### src/rtl/cpu_pkg.sv
// Shared CPU definitions: fetch FSM state encoding, default widths and the
// reset vector.
package cpu_pkg;

   localparam int DEF_ADDR_W = 32;
   localparam int DEF_DATA_W = 32;

   localparam logic [31:0] RESET_VEC = 32'h0;

   typedef enum logic [2:0] {
      ST_IDLE  = 3'd0,
      ST_ISSUE = 3'd1,
      ST_REQ   = 3'd2,
      ST_HOLD  = 3'd3,
      ST_DRAIN = 3'd4,
      ST_FAULT = 3'd5
   } fetch_state_t;

   // Instruction fetches are word aligned; any low address bit set is a fault.
   function automatic logic misaligned(input logic [1:0] lsb);
      return lsb != 2'b00;
   endfunction

endpackage

### src/rtl/fetch_ctrl.sv
// Instruction-fetch sequencer: latches the PC, fetches from variable-latency
// memory over req/ack and hands the word to decode over valid/ready.
module fetch_ctrl
   import cpu_pkg::*;
#(
   parameter int ADDR_W = DEF_ADDR_W,
   parameter int DATA_W = DEF_DATA_W
) (
   input  logic              clk,
   input  logic              rst,
   input  logic [ADDR_W-1:0] pc_addr,
   output logic              pc_en,
   input  logic              redirect,
   output logic              mem_req,
   output logic [ADDR_W-1:0] mem_addr,
   input  logic              mem_ack,
   input  logic [DATA_W-1:0] mem_rdata,
   output logic [DATA_W-1:0] inst,
   output logic [ADDR_W-1:0] inst_pc,
   output logic              inst_valid,
   input  logic              core_ready,
   output logic              fault
);

   fetch_state_t      state_q, state_d;
   logic [ADDR_W-1:0] mem_addr_q, mem_addr_d;
   logic [DATA_W-1:0] inst_q, inst_d;
   logic [ADDR_W-1:0] inst_pc_q, inst_pc_d;

   always_ff @(posedge clk) begin
      if (rst) begin
         state_q    <= ST_IDLE;
         mem_addr_q <= ADDR_W'(RESET_VEC);
         inst_q     <= '0;
         inst_pc_q  <= '0;
      end else begin
         state_q    <= state_d;
         mem_addr_q <= mem_addr_d;
         inst_q     <= inst_d;
         inst_pc_q  <= inst_pc_d;
      end
   end

   // pc_en is only raised where the PC may change; pc_addr is therefore
   // stable whenever ISSUE samples it.
   always_comb begin
      state_d    = state_q;
      mem_addr_d = mem_addr_q;
      inst_d     = inst_q;
      inst_pc_d  = inst_pc_q;
      pc_en      = 1'b0;

      unique case (state_q)
         ST_IDLE: begin
            pc_en   = redirect;
            state_d = ST_ISSUE;
         end
         ST_ISSUE: begin
            if (redirect) begin
               pc_en = 1'b1;
            end else if (misaligned(pc_addr[1:0])) begin
               state_d = ST_FAULT;
            end else begin
               mem_addr_d = pc_addr;
               state_d    = ST_REQ;
            end
         end
         ST_REQ: begin
            if (redirect) begin
               pc_en   = 1'b1;
               state_d = mem_ack ? ST_ISSUE : ST_DRAIN;
            end else if (mem_ack) begin
               inst_d    = mem_rdata;
               inst_pc_d = mem_addr_q;
               state_d   = ST_HOLD;
            end
         end
         ST_HOLD: begin
            if (redirect || core_ready) begin
               pc_en   = 1'b1;
               state_d = ST_ISSUE;
            end
         end
         ST_DRAIN: begin
            // The request cannot be withdrawn, so wait out the ack and drop it.
            pc_en = redirect;
            if (mem_ack) state_d = ST_ISSUE;
         end
         ST_FAULT: begin
            if (redirect) begin
               pc_en   = 1'b1;
               state_d = ST_ISSUE;
            end
         end
         default: state_d = ST_IDLE;
      endcase
   end

   assign mem_req    = (state_q == ST_REQ) || (state_q == ST_DRAIN);
   assign mem_addr   = mem_addr_q;
   assign inst       = inst_q;
   assign inst_pc    = inst_pc_q;
   assign inst_valid = (state_q == ST_HOLD);
   assign fault      = (state_q == ST_FAULT);

endmodule
### config.mk
export PLATFORM = sky130hd
export DESIGN_NAME = fetch_ctrl
export DESIGN_NICKNAME = d
export VERILOG_FILES = /design/src/rtl/cpu_pkg.sv /design/src/rtl/fetch_ctrl.sv
export SDC_FILE = /design/constraint.sdc
export NUM_CORES = 1
export LEC_CHECK = 0
export CAP_MARGIN = 10
export CORE_ASPECT_RATIO = 1.4
export CORE_MARGIN = 2
export CORE_UTILIZATION = 30
export CTS_CLUSTER_SIZE = 14
export DETAILED_ROUTE_END_ITERATION = 12
export GPL_ROUTABILITY_DRIVEN = 0
export SLEW_MARGIN = 20
export SYNTH_ARGS = -nofsm -noshare
export SYNTH_HDL_FRONTEND = slang
export SYNTH_SLANG_ARGS = --single-unit
### constraint.sdc
create_clock -name clk -period 2.52 [get_ports clk]
set_input_delay 0.252 -clock clk [delete_from_list [all_inputs] [get_ports clk]]
set_output_delay 0.252 -clock clk [all_outputs]
set_load 0.05 [all_outputs]
==> results of run 1 <==
## power groups by stage
stage,logic [mW],clock network [mW],registers (mW)
global placement,0.362,0,1.64
global route,0.389,1.51,1.60
floorplan,0.153,0,1.67
detailed placement,0.365,0,1.64
finish,0.365,1.40,1.60
CTS,0.367,1.44,1.60
## path summary, 6_finish.rpt
kind                            start                  endpoint  cells after the start
min                           mem_ack  inst_pc[30]$_SDFFE_PP0P_                      3
min reg2reg  inst_pc[31]$_SDFFE_PP0P_  inst_pc[31]$_SDFFE_PP0P_                      2
max           state_q[1]$_SDFFE_PP0P_                inst_valid                      3
max reg2reg   state_q[0]$_SDFFE_PP0P_  mem_addr[9]$_SDFFE_PP0P_                      4
## critical path, cell delays in order (launching register included)
cell                              delay, ps
sky130_fd_sc_hd__dfxtp_1                630
sky130_fd_sc_hd__nand2b_1               180
sky130_fd_sc_hd__nor2_1                 150
sky130_fd_sc_hd__clkdlybuf4s50_1        820
## sequential cells by signal, indices dropped and copies added (netlist names)
signal,cells
inst,32
inst_pc,32
mem_addr,32
state_q,3
## metrics by stage
stage	cell area (um^2)	util, %	hold WS [ps]
finish	5921	46.21	458.8
CTS	5914	46.16	437.9
floorplan	3910	-	399.7
detailed placement	5608	43.77	465.4
global placement	5608	43.77	456.4
global route	5921	46.21	463.9
## metal layers
layer,wire [um],share of wire (%),GRT usage [%],vias up
met2,6427,51,30.34,144
met4,243,1.9,6.345,0
li1,-,-,-,1971
met3,933,7.3,5.141,18
met5,0,0,0,-
met1,5092,40,21.20,1859
## layout make-up
cell class                      instances  area [um^2]  area share [%]
Timing Repair Buffer                  179         1772           29.92
Clock inverter                          3        46.29          0.7819
Clock buffer                           13        260.3           4.396
Sequential cell                        99         1982           33.47
Inverter                                3        12.51          0.2113
Multi-Input combinational cell        315         1657           27.98
Tap cell                              153        191.4           3.233
## cells in the final DEF (no fill, tap or decap), types with 2 or more instances in the layout
| cell | Yosys | final |
|---|---|---|
| sky130_fd_sc_hd__clkbuf_16 | 0 | 9 |
| sky130_fd_sc_hd__clkbuf_1 | 28 | 2 |
| sky130_fd_sc_hd__buf_4 | 0 | 12 |
| sky130_fd_sc_hd__clkdlybuf4s50_1 | 0 | 163 |
| sky130_fd_sc_hd__dfxtp_1 | 99 | 99 |
| sky130_fd_sc_hd__nand3_1 | 94 | 94 |
| sky130_fd_sc_hd__nor3b_1 | 2 | 2 |
| sky130_fd_sc_hd__dlymetal6s2s_1 | 0 | 2 |
| sky130_fd_sc_hd__a21oi_1 | 97 | 97 |
| sky130_fd_sc_hd__inv_1 | 2 | 2 |
| sky130_fd_sc_hd__o21ai_1 | 59 | 59 |
| sky130_fd_sc_hd__o21ai_0 | 36 | 36 |
| sky130_fd_sc_hd__nor2_1 | 6 | 5 |
| sky130_fd_sc_hd__clkbuf_8 | 0 | 2 |
| sky130_fd_sc_hd__or2_2 | 2 | 2 |
| sky130_fd_sc_hd__nor2b_1 | 2 | 2 |
## kinds of logic (layout without fill, tap and decap cells)
family | Yosys count | after routing | synth area share (%)
flip-flops | 99 | 99 | 50.69
adder cells (fa/ha/maj) | 1 | 1 | 0.2560
AO/OA/AOI/OAI | 198 | 198 | 25.89
AND/OR/NAND/NOR | 116 | 116 | 15.78
buffers and inverters | 57 | 198 | 7.392
## timing repair
item                                    CTS  global route
endpoints found under the setup margin    0             2
resized for setup                         0             2
hold endpoints to repair                  0             0
==> results, run 1 <==
- The internal power component is 2.561 mW.
- The flop and latch count out of synthesis is 99.
- After clock tree synthesis, the setup repair step added 0 buffers.
- The number of cells after detailed placement is 749.
- The root cell of the clock tree is sky130_fd_sc_hd__clkbuf_16.
- The sequential cell area fraction in the yosys report is 50.69%.
- The number of optimization iterations in the first detailed-route pass is 4.
- The number of max-cap violations is 0.
- The netlist uses 31 different library cells.
- The category of the worst setup path launch point is a flip-flop.
- Across all register-to-register paths, the minimum setup slack is 510 ps.
- The global-route congestion overflow total is 0.
- The final layout contains 676 nets.
- After filler insertion, the fill cell instance count of the layout stands at 1,248.
- The share of total power dissipated in the clock network is 41.6%.
- The via count of the first global-routing pass was 3,909.
- Summed over its instances, the top area cell type makes up 50.69% of the synthesized netlist area.
- The minimum clock period after layout is 2365 ps.
- The accumulated negative setup slack is 0 ps.
- The actual transition at the worst max-transition pin is 920.6 ps.
- In this run the horizontal extent of the chip is 100.5 um.
- In this run the standard cell core region covers 12,810 um^2.
- The number of remaining DRC errors is 0.
- The cell area after technology mapping is 3910 um^2.
- Dividing the detail-routed via count by the number of cells gives 5.218.
- The count of placed standard cells in the final layout, fillers left out is 765.
- The biggest area contributor in the post-synthesis netlist is sky130_fd_sc_hd__dfxtp_1.
- The final HPWL from detailed placement is 8.261 mm.
- In the synthesized netlist the dominant register cell turns out to be sky130_fd_sc_hd__dfxtp_1.
- The fraction of power spent switching nets is 23.96%.
- The wire length of the first global-routing pass is 20.06 mm.
- The worst path uses 93.84% of the clock period.
- The total clock sinks is 99.
- The static leakage is 1.912 nW.
- The total via count in the routed design is 3,992.
- The worst-case headroom to the max-slew limit is 38.62%.
- The maximum level of the CTS H-tree is 3.
- The global-route usage over all layers is 17.85%.
- The number of synthesized flops with an enable pin is 0.
- Data arrives at the worst endpoint at 2110 ps.
- The clock reaches the later pin of the worst-skew pair after 330 ps.
- Dividing the detail-routed wire length by the instance count gives 16.60 um.
- Setup violations remaining at the end of the flow were counted as 0.
- 0 antenna diodes ended up in the layout.
- IR analysis of the VDD net gives a maximum drop of 269.1 uV.
- The detail route stage leaves a number of antenna-violating nets equal to 0.
- The total clock buffers created by CTS is 9.
- The count of mapped cells out of synthesis is 471.
- By area the synthesized netlist is led by sky130_fd_sc_hd__dfxtp_1 (51%), sky130_fd_sc_hd__a21oi_1 (12%), sky130_fd_sc_hd__nand3_1 (12%).
- The critical path in this run is classified as reg2out.
- The number of antenna violations at the first check in global routing came to 0.
- Clock-pin slew was measured on the worst setup and hold paths at 70 ps.
- Clock skew on the completed layout was measured at 7.551 ps.
- The die footprint is 13,980 um^2.
- In this run the mean area of a mapped cell was 8.301 um^2.
- The number of max-slew violations in the final report came to 0.
- The area growth from synthesis to final layout is 51.42%.
- The total count of hold-check failures in the final report is 0.
- In this run the vertical extent of the chip is 139.1 um.
- The final layout contains routed wiring with a total length of 12.70 mm.
- Data on the critical path is required at its endpoint by 2270 ps.
- The net count after synthesis is 540.
- The CTS tree is yes.
- The analysis attributes to net switching a power of 0.8070 mW.
- Of the cells placed in the final design, the portion with a size suffix greater than 1 is 5.882%.
- Dividing total power by cell area gives a power density of 568.8 nW/um^2.
- Counting along the longest clock path gives a buffer depth of 2.
- The combinational fraction of design power is 10.8%.
- The number of hold buffers added after cts is 0.
- The floorplan has 49 rows.
- The maximum fanout encountered on the critical timing path is 14.
- The flow ran to the end, and the final reports show no timing, DRC or antenna violations.
- OpenSTA, run right after detailed placement, puts the worst setup slack at 324.7 ps.
- In this run, the number of DRC markers left after iteration 0 of detailed routing was 206.
- The I/O pin count is 169.
- After layout, the design draws a total of 3.368 mW.
- The count of port buffers added during placement is 168.
- The share of flip-flops with an asynchronous set or reset is 0%.
- The class of the tightest hold or removal check is in2reg.
- Of the total power, registers draw 47.6%.
- The pin count of the biggest net entering global routing is 68.
- The type of element capturing the critical path is an output pin.
- Based on the critical path, the design can be clocked at up to 422.9 MHz.
- In the post-route analysis, the smallest setup slack over all paths is 155.1 ps.
- During synthesis, Yosys emitted a total of 0 warnings.
- The most instantiated library cell after synthesis is sky130_fd_sc_hd__dfxtp_1.
- The commonest cells after synthesis are sky130_fd_sc_hd__dfxtp_1 (99), sky130_fd_sc_hd__a21oi_1 (97), sky130_fd_sc_hd__nand3_1 (94).
- Setup repair after global routing left no endpoint under its margin.
- The initial utilization of the core area, before any placement, comes to 30.51%.
Note: power is estimated with default switching activity, not from simulation.
==> inputs of run 2 (changes only) <==
==> constraint.sdc (replaced) <==
create_clock -name clk -period 2.6 [get_ports clk]
set_input_delay 0.26 -clock clk [delete_from_list [all_inputs] [get_ports clk]]
set_output_delay 0.26 -clock clk [all_outputs]
set_load 0.05 [all_outputs]
==> run 2 against run 1 <==
  * Non-clock buffer count fell by 1
  * Worst setup slack got worse by 20 ps
  * Sequential power fell by 3%
  * Sequential share of layout area barely moved
  * Critical path depth did not move
==> results, run 2 (same netlist as run 1, synthesis figures left out) <==
- The starting density of the core was 30.51% (unchanged).
- The critical path class is reg2out (unchanged).
- The class of the tightest hold or removal check is in2reg (unchanged).
- The CTS tree is yes (unchanged).
- The area growth from synthesis to final layout is 51.39% (was 51.42%).
- Run status: finished clean (unchanged).
- The static leakage was 1.873 nW (was 1.912 nW).
- The number of antenna violations at the first check in global routing is 0 (unchanged).
- The routed length on met1 is 5.065 mm (was 5.092 mm).
- The die extent in x is 100.5 um (unchanged).
- The root cell of the clock tree is sky130_fd_sc_hd__clkbuf_16 (unchanged).
- The critical path data required time is 2340 ps (was 2270 ps).
- The cell area reported after detailed placement is 5615 um^2 (was 5608 um^2).
- The area inside the core boundary came to 12,810 um^2 (unchanged).
- Unrepaired setup endpoints after global routing: no (unchanged).
- The final critical-path share of the clock period is 94.80%.
- The count of buffering cells on the critical path with inverters included is 1 (unchanged).
- The worst-case headroom to the max-slew limit was 39.45% (was 38.62%).
- The type of element capturing the critical path is an output pin (unchanged).
- The routed wirelength normalized by instance count is 16.55 um (was 16.60 um).
- The number of cells after detailed placement came to 748 (was 749).
- The worst slack after detailed placement came to 402.8 ps (was 324.7 ps).
- The area of all sequential standard cells is 1982 um^2 (unchanged).
- The ratio of routed vias to standard cells is 5.175 (was 5.218).
- The total detailed-routing wirelength is 12.65 mm (was 12.70 mm).
- The total power draw was 3.257 mW (was 3.368 mW).
- The ratio of total power to cell area is 550.2 nW/um^2 (was 568.8 nW/um^2).
- The total clock buffers created by CTS was 9 (unchanged).
- The ratio of cells with drive above 1 in the final layout is 5.892% (was 5.882%).
- The maximum fanout encountered on the critical timing path was 10 (was 14).
- The global-route congestion overflow total is 0 (unchanged).
- The maximum level of the CTS H-tree is 3 (unchanged).
- The antenna diode count was 0 (unchanged).
- The final antenna-violating net count is 0 (unchanged).
- The setup slack after layout was 135.2 ps (was 155.1 ps).
- The pin count of the biggest net entering global routing is 67 (was 68).
- The global-route usage over all layers is 17.78% (was 17.85%).
- The number of optimization iterations in the first detailed-route pass came to 4 (unchanged).
- Highest-count cells in the layout ignoring fill and taps: sky130_fd_sc_hd__clkdlybuf4s50_1 (166), sky130_fd_sc_hd__dfxtp_1 (99), sky130_fd_sc_hd__a21oi_1 (97) (was sky130_fd_sc_hd__clkdlybuf4s50_1 (163), sky130_fd_sc_hd__dfxtp_1 (99), sky130_fd_sc_hd__a21oi_1 (97)).
- The number of hold buffers added after cts is 0 (unchanged).
- The largest incremental delay on the critical path is 850 ps (was 820 ps).
- The final core utilization is 46.20% (was 46.21%).
- Cell-by-cell trace of the critical path: or2b_1 -> a21oi_1 -> clkdlybuf4s50_1 (was nand2b_1 -> nor2_1 -> clkdlybuf4s50_1).
- The final-stage net count is 675 (was 676).
- The number of remaining DRC errors is 0 (unchanged).
- The data arrival time of the critical path is 2200 ps (was 2110 ps).
- The I/O pin count is 169 (unchanged).
- The most common library cell in the layout ignoring fill and taps is sky130_fd_sc_hd__clkdlybuf4s50_1 (unchanged).
- The post-CTS setup-driven buffer insertion count is 0 (unchanged).
- The critical path's top delay family is buffers and inverters (unchanged).
- The maximum buffer depth of the clock tree is 2 (unchanged).
- The number of standard-cell rows in the floorplan is 49 (unchanged).
- The timing-limited maximum frequency is 405.7 MHz.
- The total via count in the routed design came to 3,954 (was 3,992).
- The number of max-slew violations in the final report came to 0 (unchanged).
- The vertical die dimension is 139.1 um (unchanged).
- The via count of the first global-routing pass is 3,906 (was 3,909).
- The highest routed metal layer is met4 (unchanged).
- The clock-pin slew of the registers on the worst-case setup and hold paths is 70 ps (about the same).
- The clock tree skew after final layout came to 7.095 ps (was 7.551 ps).
- The count of port buffers added during placement was 168 (unchanged).
- The source-to-sink clock delay at the later pin of the worst-skew pair is 340 ps (was 330 ps).
- The total of cells resized after clock tree synthesis was 0 (unchanged).
- The highest ir drop seen on vdd is 298.2 uV (was 269.1 uV).
- The critical path's slowest cell is sky130_fd_sc_hd__clkdlybuf4s50_1 (unchanged).
- The total clock sinks is 99 (unchanged).
- The actual transition at the worst max-transition pin was 907.2 ps (was 920.6 ps).
- The final-layout fill cell count is 1,246 (was 1,248).
- The category of the worst setup path launch point was a flip-flop (unchanged).
- The total met3 wirelength after detailed routing is 867 um (was 933 um).
- The count of placed standard cells in the final layout, fillers left out was 764 (was 765).
- The number of design-rule violations left by the first detailed-router iteration is 206 (unchanged).
- The number of max-cap violations is 0 (unchanged).
- The worst path in the final design needs a cycle of 2465 ps, including I/O delays and setup.
- The accumulated negative setup slack came to 0 ps (unchanged).
- The final HPWL from detailed placement is 8.260 mm (was 8.261 mm).
- The combined area of the multi-input logic cells is 1657 um^2 (unchanged).
- The tightest hold margin came to 456.3 ps (was 458.8 ps).
- The detailed-routed wire length on met2 is 6.449 mm (was 6.427 mm).
- The total count of hold-check failures in the final report came to 0 (unchanged).
- The die footprint is 13,980 um^2 (unchanged).
- The area of all placed cells without fillers came to 5919 um^2 (was 5921 um^2).
- The wire length of the first global-routing pass is 19.95 mm (was 20.06 mm).
- The number of failing setup endpoints in the final timing report is 0 (unchanged).
-- run 2: cell count changes in the layout (fill, tap and decap cells not counted), sizes merged --
cell,previous run,this run
clkinvlp,1,2
dlymetal6s2s,2,0
buf,14,12
clkbuf,13,10
clkinv,2,3
clkdlybuf4s50,163,166
inv,2,3
-- run 2: final timing paths --
path              slack [ps]                startpoint                  endpoint  cells after the start
hold / removal           460                   mem_ack   inst_pc[1]$_SDFFE_PP0P_                      3
setup reg to reg         610   state_q[0]$_SDFFE_PP0P_  mem_addr[3]$_SDFFE_PP0P_                      4
setup / recovery         140   state_q[2]$_SDFFE_PP0P_                   mem_req                      3
hold reg to reg          470  inst_pc[31]$_SDFFE_PP0P_  inst_pc[31]$_SDFFE_PP0P_                      2
-- run 2: area by class of cell --
type | instances | share of cell area, %
Sequential cell | 99 | 33.48
Timing Repair Buffer | 178 | 29.97
Multi-Input combinational cell | 315 | 27.99
Clock buffer | 10 | 4.037
Tap cell | 153 | 3.234
Clock inverter | 6 | 1.078
Inverter | 3 | 0.2114
-- run 2: worst reg2reg max path: cells and delay by family, from the launching register on --
kind / cells / cell delay, ps
simple gates: 1 / 670
flops: 1 / 590
compound gates: 2 / 310
buf+inv: 1 / 280
-- run 2: per-layer routing --
metal,global-route usage (%),vias to the layer above
met4,7.498,0
met1,20.75,1837
met3,4.839,18
li1,-,1961
met5,0,-
met2,30.27,138
-- run 2: report_power, final --
group	leakage, nW	internal [mW]	switching [mW]
Combinational	0.929	0.149	0.204
Clock	0.145	0.772	0.578
Sequential	0.799	1.53	0.0216
